[src/rtl/dmem_request_if.sv]
// Datapath-to-memory request bundle: control/ALU inputs in, registered dmem request and retire gating out.
// master is the request unit; slave is the datapath/memory side driving hits, ops and operands.
interface dmem_request_if;
    logic        ihit;
    logic        dhit;
    logic        dren_in;
    logic        dwen_in;
    logic        halt_in;
    logic [31:0] alu_result;
    logic [31:0] store_data;
    logic        dmemREN;
    logic        dmemWEN;
    logic [31:0] dmemaddr;
    logic [31:0] dmemstore;
    logic        imemREN;
    logic        pc_en;
    logic        dwait;
    logic        halted;
    logic [1:0]  fault_code;

    modport master (
        input  ihit, dhit, dren_in, dwen_in, halt_in, alu_result, store_data,
        output dmemREN, dmemWEN, dmemaddr, dmemstore, imemREN, pc_en, dwait, halted, fault_code
    );

    modport slave (
        output ihit, dhit, dren_in, dwen_in, halt_in, alu_result, store_data,
        input  dmemREN, dmemWEN, dmemaddr, dmemstore, imemREN, pc_en, dwait, halted, fault_code
    );
endinterface

[src/rtl/dmem_request_unit.sv]
// Holds one lw/sw request from the issue edge until dhit (REN/WEN 1 cycle after issue, min retire 2 cycles);
// pc_en stalls the PC until fetch and data access complete; faults/halt latch until reset.
module dmem_request_unit #(
    parameter int unsigned TIMEOUT = 200
) (
    input  logic           CLK,
    input  logic           nRST,
    dmem_request_if.master bus
);

    typedef enum logic [1:0] {IDLE, DREQ, HALTED, FAULT} state_t;

    localparam logic [7:0] CNT_LAST = 8'(TIMEOUT - 1);

    state_t     state;
    logic [7:0] cnt;
    logic       req;
    logic       aligned;

    assign req     = bus.dren_in | bus.dwen_in;
    assign aligned = (bus.alu_result[1:0] == 2'b00);

    always_ff @(posedge CLK or negedge nRST) begin
        if (!nRST) begin
            state          <= IDLE;
            cnt            <= 8'd0;
            bus.dmemREN    <= 1'b0;
            bus.dmemWEN    <= 1'b0;
            bus.dmemaddr   <= 32'd0;
            bus.dmemstore  <= 32'd0;
            bus.halted     <= 1'b0;
            bus.fault_code <= 2'b00;
        end else begin
            case (state)
                IDLE: begin
                    if (bus.halt_in) begin
                        state      <= HALTED;
                        bus.halted <= 1'b1;
                    end else if (bus.ihit && bus.dren_in && bus.dwen_in) begin
                        state          <= FAULT;
                        bus.fault_code <= 2'b10;
                    end else if (bus.ihit && req && !aligned) begin
                        state          <= FAULT;
                        bus.fault_code <= 2'b01;
                    end else if (bus.ihit && req) begin
                        state         <= DREQ;
                        cnt           <= 8'd0;
                        bus.dmemaddr  <= bus.alu_result;
                        bus.dmemstore <= bus.store_data;
                        bus.dmemREN   <= bus.dren_in;
                        bus.dmemWEN   <= bus.dwen_in;
                    end
                end
                DREQ: begin
                    // dhit takes precedence over an expiring timeout on the same cycle
                    if (bus.dhit) begin
                        state       <= IDLE;
                        bus.dmemREN <= 1'b0;
                        bus.dmemWEN <= 1'b0;
                    end else if (cnt == CNT_LAST) begin
                        state          <= FAULT;
                        bus.fault_code <= 2'b11;
                        bus.dmemREN    <= 1'b0;
                        bus.dmemWEN    <= 1'b0;
                    end else if (cnt != 8'hFF) begin
                        cnt <= cnt + 8'd1;
                    end
                end
                default: begin
                    state <= state;
                end
            endcase
        end
    end

    assign bus.imemREN = (state == IDLE) || (state == DREQ);
    assign bus.dwait   = (state == DREQ);

    // Gated by nRST so the PC cannot advance while reset is asserted.
    always_comb begin
        bus.pc_en = 1'b0;
        if (nRST) begin
            case (state)
                IDLE:    bus.pc_en = bus.ihit && !req && !bus.halt_in;
                DREQ:    bus.pc_en = bus.dhit;
                default: bus.pc_en = 1'b0;
            endcase
        end
    end

endmodule

[src/flat_wrapper.sv]
// flat-port wrapper written by rule: the top's interface ports become plain ports
module dmem_request_unit_flat 
#(
    parameter int unsigned TIMEOUT = 200
)
  (CLK, nRST, bus_ihit, bus_dhit, bus_dren_in, bus_dwen_in, bus_halt_in, bus_alu_result, bus_store_data, bus_dmemREN, bus_dmemWEN, bus_dmemaddr, bus_dmemstore, bus_imemREN, bus_pc_en, bus_dwait, bus_halted, bus_fault_code);
  dmem_request_if bus_i ();
  input  logic CLK;
  input  logic nRST;
  input wire logic [$bits(bus_i.ihit)-1:0] bus_ihit;
  input wire logic [$bits(bus_i.dhit)-1:0] bus_dhit;
  input wire logic [$bits(bus_i.dren_in)-1:0] bus_dren_in;
  input wire logic [$bits(bus_i.dwen_in)-1:0] bus_dwen_in;
  input wire logic [$bits(bus_i.halt_in)-1:0] bus_halt_in;
  input wire logic [$bits(bus_i.alu_result)-1:0] bus_alu_result;
  input wire logic [$bits(bus_i.store_data)-1:0] bus_store_data;
  output wire logic [$bits(bus_i.dmemREN)-1:0] bus_dmemREN;
  output wire logic [$bits(bus_i.dmemWEN)-1:0] bus_dmemWEN;
  output wire logic [$bits(bus_i.dmemaddr)-1:0] bus_dmemaddr;
  output wire logic [$bits(bus_i.dmemstore)-1:0] bus_dmemstore;
  output wire logic [$bits(bus_i.imemREN)-1:0] bus_imemREN;
  output wire logic [$bits(bus_i.pc_en)-1:0] bus_pc_en;
  output wire logic [$bits(bus_i.dwait)-1:0] bus_dwait;
  output wire logic [$bits(bus_i.halted)-1:0] bus_halted;
  output wire logic [$bits(bus_i.fault_code)-1:0] bus_fault_code;
  assign bus_i.ihit = bus_ihit;
  assign bus_i.dhit = bus_dhit;
  assign bus_i.dren_in = bus_dren_in;
  assign bus_i.dwen_in = bus_dwen_in;
  assign bus_i.halt_in = bus_halt_in;
  assign bus_i.alu_result = bus_alu_result;
  assign bus_i.store_data = bus_store_data;
  assign bus_dmemREN = bus_i.dmemREN;
  assign bus_dmemWEN = bus_i.dmemWEN;
  assign bus_dmemaddr = bus_i.dmemaddr;
  assign bus_dmemstore = bus_i.dmemstore;
  assign bus_imemREN = bus_i.imemREN;
  assign bus_pc_en = bus_i.pc_en;
  assign bus_dwait = bus_i.dwait;
  assign bus_halted = bus_i.halted;
  assign bus_fault_code = bus_i.fault_code;
  dmem_request_unit #(.TIMEOUT(TIMEOUT)) u_core (.CLK(CLK), .nRST(nRST), .bus(bus_i));
endmodule
[config.mk]
export PLATFORM = sky130hd
export DESIGN_NAME = dmem_request_unit_flat
export DESIGN_NICKNAME = d
export VERILOG_FILES = /design/src/rtl/dmem_request_if.sv /design/src/rtl/dmem_request_unit.sv /design/src/flat_wrapper.sv
export SDC_FILE = /design/constraint.sdc
export NUM_CORES = 1
export LEC_CHECK = 0
export BUFFER_PORTS_ARGS = -buffer_cell sky130_fd_sc_hd__buf_4
export CAP_MARGIN = 20
export CORE_ASPECT_RATIO = 0.9
export CORE_MARGIN = 4
export CORE_UTILIZATION = 25
export DETAILED_ROUTE_END_ITERATION = 10
export SYNTH_ARGS = -nofsm -noshare
export SYNTH_HDL_FRONTEND = slang
export SYNTH_SLANG_ARGS = --single-unit
[constraint.sdc]
create_clock -name CLK -period 2 [get_ports CLK]
set_clock_uncertainty 0.05 [all_clocks]
set_input_delay 0.2 -clock CLK [delete_from_list [all_inputs] [get_ports CLK]]
set_output_delay 0.2 -clock CLK [all_outputs]
set_load 0.1 [all_outputs]
==> impl_metrics.toml <==
[placed_design]
dpl.hpwl_microns = 5870
gp_congestion = 0.777
portBuffers = 142

[cts]
clock-root-buffer = "clkbuf_16"
tritoncts = "yes"
cts.sinks = 79
postCtsSetupRepairBufs = 0
numCtsBuffers = 9
cts_buffer_depth = 2
path_clk_slew_ns = 0.06
clk_latency_ns = 0.33
h-tree-depth = 3

[power]
powerDensity_mw_per_mm2 = 702
p_sw_mw = 0.701
leakage_nw = 2.74
total_power_mw = 3.50
clockPowerShare = 0.487
power.share.switching = 0.200
seqPwrFrac = 0.459
p_int_mw = 2.80
peakVddDrop_mv = 0.630
pwr-share-comb = 0.054

[grt]
grt_usage = 0.105
grt_max_degree = 39
antenna_found_initial = 0
gr-total-overflow = 0
use_met3 = 0.0538
grt_pass1_vias = 2583
grtUsageMet1 = 0.130
grt-busiest-layer = "met2"
met2_usage = 0.154
grt_pass1_wl_microns = 12700

[layout]
drive_gt1_frac = 0.592
num-nets-final = 452
antennaDiodeCount = 0
area_delta_synth_final_pct = 46.6

[sta]
hold_violations = 0
tightest_slew_ns = 0.481
slew_headroom = 0.679
finalSetupViolCount = 0
fin_crit_sh = 0.942
tns_ns = 0
grt_setup_unrepaired = "false"
max_freq_ghz = 0.531
slew_viol_final = 0
min_period_ns = 1.88

[floorplanning]
start_util = 0.255
die_w_microns = 131
num_io_pins = 143
die_y_microns = 119
die-area_sq_mm = 0.0155
rows = 40
coreArea_sq_mm = 0.0133

[drt]
firstDrtPassIters = 4
vias = 2386
wire_per_inst_microns = 14.1
detail-route-antenna-nets = 0
vias_per_cell = 4.31
drc = 0
drt_iter0_markers = 45
routed_wl_microns = 7790

[logic_synthesis]
synthesis.area_sq_mm = 0.00340
ys_warn_count = 0
synth.distinct_cells = 34
yosys_register_bits = 79
syn_avg_cell_area_sq_um = 14.8
netlist_instances = 230
synthFlopType = "dfrtp_1"
synth_edf_count = 0
syn-num-nets = 302
synthArstFlopShare = 1.00
synth_seq_area_share = 0.582

[worst_setup_path]
crit_type = "flop to flop"
cp.arrival_ns = 2.05
cp_max_fo = 6
required_ns = 2.17
endpoint_kind = "flop"
start_kind = "flop"

[status]
outcome = "complete, no violations"

[flow_run]
maxCapViolCount = 0

[worst_hold_path]
hold_path.class = "input port to flop"
## routing by layer
| layer | routed length, microns | share of wire | vias to the layer above |
|---|---|---|---|
| li1 | - | - | 1122 |
| met1 | 3390 | 0.43 | 1133 |
| met2 | 3370 | 0.43 | 118 |
| met3 | 900 | 0.12 | 13 |
| met4 | 140 | 0.018 | 0 |
| met5 | 0 | 0 | - |
## registers in the layout, indices dropped and copies added (netlist names)
| signal | count |
|---|---|
| u_core.bus.dmemREN | 1 |
| u_core.bus.dmemWEN | 1 |
| u_core.bus.dmemaddr | 32 |
| u_core.bus.dmemstore | 32 |
| u_core.bus.fault_code | 2 |
| u_core.bus.halted | 1 |
| u_core.cnt | 8 |
| u_core.state | 2 |
## worst paths after layout
kind / end / cells after the start / slack, ns / startpoint
max reg2reg: u_core.cnt[3]$_DFFE_PN0P_ / 5 / 0.12 / u_core.cnt[0]$_DFFE_PN0P_
min: u_core.state[0]$_DFFE_PN0P_ / 2 / 0.03 / bus_dhit
max: u_core.cnt[3]$_DFFE_PN0P_ / 5 / 0.12 / u_core.cnt[0]$_DFFE_PN0P_
min in group asynchronous: u_core.bus.dmemstore[26]$_DFFE_PN0P_ / 2 / 0.18 / nRST
min reg2reg: u_core.bus.halted$_DFFE_PN0P_ / 1 / 0.41 / u_core.bus.halted$_DFFE_PN0P_
max in group asynchronous: u_core.bus.dmemaddr[18]$_DFFE_PN0P_ / 3 / 1.03 / nRST
## synth_stat cells, types with 4 or more instances
cell type  instances  area, sq um
and2_1             7         43.8
dfrtp_1           79         1980
mux2_2            29          327
a221o_1            4         40.0
nor3_1             4         20.0
nand3_1            8         40.0
nand2_1            6         22.5
nor2_1             6         22.5
buf_6              4         45.0
inv_1              4         15.0
buf_2              4         20.0
mux2_4            36          541
## power groups by stage
stage          sequential (mW)  combinational [mW]  clock (mW)
2_1_floorplan             1.65              0.0216           0
3_3_place_gp              1.63               0.188           0
3_5_place_dp              1.63               0.191           0
4_1_cts                   1.61               0.193        1.77
5_1_grt                   1.60               0.209        1.84
6_report                  1.61               0.188        1.70
## cell type report
type	instances	area, sq um
Clock inverter	4	70.1
Timing Repair Buffer	148	1140
Inverter	5	18.8
Tap cell	168	210
Clock buffer	12	236
Multi-Input combinational cell	137	1330
Fill cell	1295	8330
Sequential cell	79	1980
## stage by stage
| stage | hold slack [ns] | area [sq um] | instances | util | setup WS [ns] |
|---|---|---|---|---|---|
| 2_1_floorplan | -0.146 | 3400 | 230 | - | 0.0346 |
| 3_3_place_gp | -0.0158 | 4660 | 536 | 0.350 | 0.182 |
| 3_5_place_dp | -0.0152 | 4660 | 536 | 0.350 | 0.122 |
| 4_1_cts | 0.0107 | 4980 | 553 | 0.374 | 0.112 |
| 5_1_grt | 0.0228 | 4980 | 553 | 0.374 | 0.0380 |
| 6_report | 0.0290 | 4980 | 553 | 0.374 | 0.115 |
## cells by family after synthesis
logic type | count (synthesis) | synth area share
compound gates | 22 | 0.0479
flops | 79 | 0.582
fa+ha+maj | 1 | 0.00368
mux | 68 | 0.264
simple gates | 45 | 0.0726
buf+inv | 14 | 0.0269
xor+xnor | 1 | 0.00258
## critical path, cell delays in order (launching register included)
cell     delay [ns]
dfrtp_1        0.41
ha_1           0.27
and4_1         0.23
o21a_1         0.17
o21a_1         0.28
a221o_1        0.37
## cells in the final DEF (no fill, tap or decap), drive strengths merged, types with 4 or more instances in the layout
master / n
dfrtp: 79
mux2: 65
nor2: 6
a221o: 4
nand3: 8
and2: 7
nand2: 6
buf: 147
inv: 5
nor3: 4
clkbuf: 12
## what timing repair did
item / in CTS / in global routing
setup endpoints to repair: 0 / 0
hold buffers: 1 / 0
resized for setup: 0 / 0
hold endpoints to repair: 47 / 0
Note: power is estimated with default switching activity, not from simulation.
